--- src/rtl/vote_pkg.sv ---
// Shared types and constants for the weighted-vote decision path.
// Tally weights mirror the upstream tally stage so the legal range is derived, not restated.
package vote_pkg;

  localparam int TALLY_W = 8;

  localparam int W_NP   = 1;
  localparam int W_VIP  = 4;
  localparam int W_VVIP = 16;
  localparam int N_NP   = 32;
  localparam int N_VIP  = 8;

  localparam int MAX_TALLY = N_NP * W_NP + N_VIP * W_VIP + W_VVIP;

  typedef enum logic [1:0] {
    IDLE = 2'd0,
    ARM  = 2'd1,
    OPEN = 2'd2,
    DONE = 2'd3
  } state_t;

  // A tally that drops or exceeds the legal maximum means the tally stage misbehaved.
  function automatic logic tally_bad(input logic [TALLY_W-1:0] cur,
                                     input logic [TALLY_W-1:0] last,
                                     input logic [TALLY_W-1:0] max_legal);
    return (cur < last) || (cur > max_legal);
  endfunction

endpackage

--- src/rtl/vote_timer.sv ---
// Saturating elapsed-cycle counter for an open voting window, with a timeout-hit compare.
module vote_timer #(
  parameter int EW      = 16,
  parameter int TIMEOUT = 1000
) (
  input  logic          clk,
  input  logic          i_rst_n,
  input  logic          i_clr,
  input  logic          i_en,
  output logic [EW-1:0] o_elapsed,
  output logic          o_hit
);

  localparam logic [EW-1:0] LP_LAST = EW'(TIMEOUT - 1);

  logic [EW-1:0] r_elapsed;

  // Count enabled cycles, holding at all-ones rather than wrapping.
  always_ff @(posedge clk or negedge i_rst_n) begin
    if (!i_rst_n) begin
      r_elapsed <= '0;
    end else if (i_clr) begin
      r_elapsed <= '0;
    end else if (i_en && (r_elapsed != {EW{1'b1}})) begin
      r_elapsed <= r_elapsed + EW'(1);
    end
  end

  assign o_elapsed = r_elapsed;
  assign o_hit     = (TIMEOUT != 0) && (r_elapsed == LP_LAST);

endmodule

--- src/rtl/vote_decider.sv ---
// Voting session controller: clears the tally stage, opens a window and declares pass/fail/err.
// Every output is a register loaded from the next-state decision, so nothing is combinational from inputs.
module vote_decider
  import vote_pkg::*;
#(
  parameter int THRESH    = 41,
  parameter int MAX_TALLY = vote_pkg::MAX_TALLY,
  parameter int TIMEOUT   = 1000,
  parameter int EW        = 16
) (
  input  logic               clk,
  input  logic               reset,
  input  logic               start,
  input  logic               close,
  input  logic [TALLY_W-1:0] tally,
  output logic               voter_clr,
  output logic               voting_open,
  output logic               done_pulse,
  output logic               decided,
  output logic               pass,
  output logic               fail,
  output logic               err,
  output logic [TALLY_W-1:0] final_tally,
  output logic [EW-1:0]      elapsed
);

  localparam logic [TALLY_W-1:0] LP_THRESH = TALLY_W'(THRESH);
  localparam logic [TALLY_W-1:0] LP_MAX    = TALLY_W'(MAX_TALLY);

  if (THRESH > MAX_TALLY) begin : g_thresh_chk
    $error("vote_decider: THRESH must not exceed MAX_TALLY");
  end
  if (MAX_TALLY > 255) begin : g_max_chk
    $error("vote_decider: MAX_TALLY must fit in 8 bits");
  end

  state_t             r_state;
  state_t             w_state_nxt;
  logic               w_err;
  logic               w_pass_hit;
  logic               w_fail_hit;
  logic               w_arm;
  logic               w_exit;
  logic               w_tmr_en;
  logic               w_timeout_hit;
  logic [EW-1:0]      w_elapsed;

  logic               r_voter_clr;
  logic               r_voting_open;
  logic               r_done_pulse;
  logic               r_decided;
  logic               r_pass;
  logic               r_fail;
  logic               r_err;
  logic [TALLY_W-1:0] r_final_tally;
  logic [TALLY_W-1:0] r_last_tally;

  // Next-state and decision priority: error beats pass, pass beats close/timeout.
  always_comb begin
    w_state_nxt = r_state;
    w_err       = 1'b0;
    w_pass_hit  = 1'b0;
    w_fail_hit  = 1'b0;
    case (r_state)
      IDLE: begin
        if (start) w_state_nxt = ARM;
        else       w_state_nxt = IDLE;
      end
      ARM: begin
        w_state_nxt = OPEN;
      end
      OPEN: begin
        w_err      = tally_bad(tally, r_last_tally, LP_MAX);
        w_pass_hit = !w_err && (tally >= LP_THRESH);
        w_fail_hit = !w_err && !w_pass_hit && (close || w_timeout_hit);
        if (w_err || w_pass_hit || w_fail_hit) w_state_nxt = DONE;
        else                                   w_state_nxt = OPEN;
      end
      DONE: begin
        if (start) w_state_nxt = ARM;
        else       w_state_nxt = DONE;
      end
      default: begin
        w_state_nxt = IDLE;
      end
    endcase
  end

  assign w_arm    = (w_state_nxt == ARM);
  assign w_exit   = (r_state == OPEN) && (w_state_nxt == DONE);
  assign w_tmr_en = (r_state == OPEN) && (w_state_nxt == OPEN);

  vote_timer #(
    .EW      (EW),
    .TIMEOUT (TIMEOUT)
  ) u_timer (
    .clk       (clk),
    .i_rst_n   (reset),
    .i_clr     (w_arm),
    .i_en      (w_tmr_en),
    .o_elapsed (w_elapsed),
    .o_hit     (w_timeout_hit)
  );

  // State register.
  always_ff @(posedge clk or negedge reset) begin
    if (!reset) r_state <= IDLE;
    else        r_state <= w_state_nxt;
  end

  // Output and history registers, loaded from the decision made this cycle.
  always_ff @(posedge clk or negedge reset) begin
    if (!reset) begin
      r_voter_clr   <= 1'b0;
      r_voting_open <= 1'b0;
      r_done_pulse  <= 1'b0;
      r_decided     <= 1'b0;
      r_pass        <= 1'b0;
      r_fail        <= 1'b0;
      r_err         <= 1'b0;
      r_final_tally <= '0;
      r_last_tally  <= '0;
    end else begin
      r_voter_clr   <= w_arm;
      r_voting_open <= (w_state_nxt == OPEN);
      r_decided     <= (w_state_nxt == DONE);
      r_done_pulse  <= w_exit;
      if (w_arm) begin
        r_pass        <= 1'b0;
        r_fail        <= 1'b0;
        r_err         <= 1'b0;
        r_final_tally <= '0;
        r_last_tally  <= '0;
      end else if (w_exit) begin
        r_pass        <= w_pass_hit;
        r_fail        <= w_fail_hit;
        r_err         <= w_err;
        r_final_tally <= tally;
      end else if (w_tmr_en) begin
        r_last_tally  <= tally;
      end
    end
  end

  assign voter_clr   = r_voter_clr;
  assign voting_open = r_voting_open;
  assign done_pulse  = r_done_pulse;
  assign decided     = r_decided;
  assign pass        = r_pass;
  assign fail        = r_fail;
  assign err         = r_err;
  assign final_tally = r_final_tally;
  assign elapsed     = w_elapsed;

endmodule

--- config.mk ---
export PLATFORM = sky130hd
export DESIGN_NAME = vote_decider
export DESIGN_NICKNAME = d
export VERILOG_FILES = /design/src/rtl/vote_pkg.sv /design/src/rtl/vote_timer.sv /design/src/rtl/vote_decider.sv
export SDC_FILE = /design/constraint.sdc
export NUM_CORES = 1
export LEC_CHECK = 0
export BUFFER_PORTS_ARGS = -buffer_cell sky130_fd_sc_hd__buf_2
export CAP_MARGIN = 20
export CORE_ASPECT_RATIO = 1.1
export CORE_MARGIN = 3
export CORE_UTILIZATION = 40
export DETAILED_ROUTE_END_ITERATION = 7
export GPL_ROUTABILITY_DRIVEN = 1
export PLACE_DENSITY = 0.66
export SLEW_MARGIN = 20
export SYNTH_ARGS = -nofsm -noshare
export SYNTH_HDL_FRONTEND = slang
export SYNTH_SLANG_ARGS = --single-unit
--- constraint.sdc ---
create_clock -name clk -period 6.59 [get_ports clk]
set_input_delay 1.318 -clock clk [delete_from_list [all_inputs] [get_ports clk]]
set_output_delay 1.318 -clock clk [all_outputs]
set_load 0.1 [all_outputs]
==> flow_summary_export.csv <==
group,metric,value,unit
sta,fin_hold_ws,0.502,ns
setup_path,path_buf_inv,1,
routing,wirelength,4810,um
clock_tree,clk_path_buf_depth,2,
floorplanning,placeableCoreArea,5100,um^2
grt,grt_max_degree,42,
routing,drtPass1Iterations,4,
run,cap_viol_max_count,0,
routing,drc,0,
logic_synthesis,avgSynthCellArea,10.1,um^2
clock_tree,cts_resized,0,
logic_synthesis,synth_area_leaders,"dfrtp_1 (47%), ha_1 (4.6%), a21oi_1 (3.5%)",
power,ir_drop,337,uV
setup_path,cp_max_fo,25,
clock_tree,cts-root-buf,"clkbuf_8",
min_path,worstHoldPathType,"reg2reg",
routing,dr.first_iter.drc_count,105,
clock_tree,clkSinkCount,41,
sta,skew,0.00947,ns
sta,tns,0,ns
sta,fin_ws,3.32,ns
setup_path,crit_arrival,3.44,ns
setup_path,cp_cell_sequence,"buf_2 > ha_1 > a2111oi_0 > o31a_1 > a211oi_1 > o2bb2ai_1",
sta,rsz0062_at_grt,"false",
finish,seq_area,1030,um^2
grt,grt_pass1_wl,8420,um
grt,antenna_found_initial,0,
power,p_per_area,386,nW/um^2
sta,max_freq,305,MHz
clock_tree,cts_tree,"done",
finish,nets,275,
floorplanning,die_h,83.1,um
logic_synthesis,async_flop_share,1.00,
clock_tree,clock_latency,0.30,ns
placed_design,routabilityCongestion,0.774,
placed_design,pre_cts_ws,2.96,ns
sta,finalCritPeriodShare,0.497,
logic_synthesis,yosysSeqAreaShare,0.474,
finish,nFillCells,494,
grt,grt_usage,0.163,
logic_synthesis,syn_area,2160,um^2
sta,relSlewSlack,0.389,
finish,syn2layout_area_growth,17.7,%
logic_synthesis,netlist_instances,214,
floorplanning,die_w,76.1,um
floorplanning,dieArea,6330,um^2
sta,fin_crit,3.27,ns
routing,vias_per_cell,5.48,
setup_path,worstSetupStartpointType,"input pin",
finish,multi_input_area,1060,um^2
placed_design,numPortBuffers,42,
setup_path,crit_required,6.76,ns
grt,overflow,0,
outcome,status,"completed",
setup_path,cp_top_family,"compound AO/OA/AOI/OAI gates",
setup_path,cpPeakStageDelay,0.74,ns
placed_design,dpl-instance-area,2430,um^2
logic_synthesis,ys_warn_count,0,
clock_tree,htree_levels,2,
routing,vias,1798,
routing,ant_nets,0,
logic_synthesis,synth_seq_cells,41,
clock_tree,clk_pin_slew,0.08,ns
sta,drv_slew,0,
clock_tree,cts_setup_buffers,0,
setup_path,path_class,"in2reg",
floorplanning,num_rows,27,
logic_synthesis,synth_nets,234,
floorplanning,ios,43,
finish,layout_commonest_cell,"buf_2",
logic_synthesis,yosysTopAreaCell,"dfrtp_1",
logic_synthesis,synth-edff-count,0,
placed_design,dpl.hpwl,3410,um
grt,grt_pass1_vias,1747,
logic_synthesis,synth_top_area_frac,0.474,
logic_synthesis,synth_cell_type_count,43,
logic_synthesis,synth_flop_cell,"dfrtp_1",
setup_path,cp-end-kind,"flop",
routing,avgRoutedWirePerCell,14.7,um
clock_tree,cts_buffers,5,
finish,layout_common_cells,"buf_2 (42), dfrtp_1 (41), nand2_1 (19)",
sta,finalSetupViolCount,0,
power,p_leak,0.00119,uW
finish,diodes,0,
clock_tree,hold_buffers,0,
finish,fin_area,2550,um^2
sta,worstMarginPinSlew,0.916,ns
setup_path,crit_slowest_cell,"o31a_1",
sta,hold_violations,0,
floorplanning,initial_core_util,0.424,
finish,drive_gt1_frac,0.230,
==> final cells by class <==
class / count / area share
Multi-Input combinational cell: 153 / 0.416
Sequential cell: 41 / 0.403
Timing Repair Buffer: 42 / 0.0826
Tap cell: 72 / 0.0354
Clock buffer: 7 / 0.0339
Inverter: 12 / 0.0177
Clock inverter: 1 / 0.0118
==> power breakdown <==
| group | switching, uW | internal (uW) | leakage, uW |
|---|---|---|---|
| clock | 85.9 | 124 | 0.0000585 |
| combinational | 374 | 79.8 | 0.000577 |
| sequential | 23.0 | 296 | 0.000552 |
| total | 483 | 499 | 0.00119 |
==> synthesized netlist by cell type, types with 6 or more instances <==
| cell | instances |
|---|---|
| or4_1 | 10 |
| dfrtp_1 | 41 |
| nand3_1 | 9 |
| a21oi_1 | 15 |
| inv_1 | 11 |
| o31ai_1 | 8 |
| nand2_1 | 19 |
| nand4_1 | 6 |
| nor2_1 | 12 |
| a22o_1 | 8 |
| mux2i_1 | 7 |
| nand2b_1 | 6 |
| ha_1 | 8 |
==> layer usage <==
layer,track usage,up-vias,part of all wire
li1,-,883,-
met1,0.208,859,0.45
met2,0.270,48,0.47
met3,0.0423,8,0.064
met4,0.0560,0,0.015
met5,0,-,0
==> worst paths after layout <==
check	end	start	cells past startpoint	slack [ns]
max	pass$_DFFE_PN0P_	tally[1]	6	3.32
min	final_tally[1]$_DFFE_PN0P_	final_tally[1]$_DFFE_PN0P_	1	0.50
max reg2reg	r_last_tally[5]$_DFFE_PN0P_	u_timer.o_elapsed[13]$_DFFE_PN0P_	5	4.05
min reg2reg	final_tally[1]$_DFFE_PN0P_	final_tally[1]$_DFFE_PN0P_	1	0.50
max in group asynchronous	r_last_tally[3]$_DFFE_PN0P_	reset	1	4.86
min in group asynchronous	voter_clr$_DFF_PN0_	reset	1	1.15
==> per-stage QoR <==
step | cells | utilization | power [uW]
final | 328 | 0.499 | 983
after global routing | 328 | 0.499 | 1030
after detailed placement | 320 | 0.476 | 780
after global placement | 320 | 0.476 | 779
after CTS | 328 | 0.499 | 992
after floorplan | 214 | - | 697
==> kinds of logic (layout without fill, tap and decap cells) <==
group / Yosys count / in the layout / share of synthesized area
flip-flops: 41 / 41 / 0.474
multiplexers: 12 / 12 / 0.0584
adder cells (fa/ha/maj): 8 / 8 / 0.0463
AO/OA/AOI/OAI: 50 / 50 / 0.168
AND/OR/NAND/NOR: 83 / 83 / 0.216
buffers and inverters: 20 / 62 / 0.0364
==> flip-flops by register name (all words and copies together), names as in the netlist <==
signal	cells
fail	1
r_state	2
pass	1
done_pulse	1
r_last_tally	8
err	1
decided	1
u_timer.o_elapsed	16
final_tally	8
voter_clr	1
voting_open	1
No activity file was read; power rests on OpenSTA's default activity.
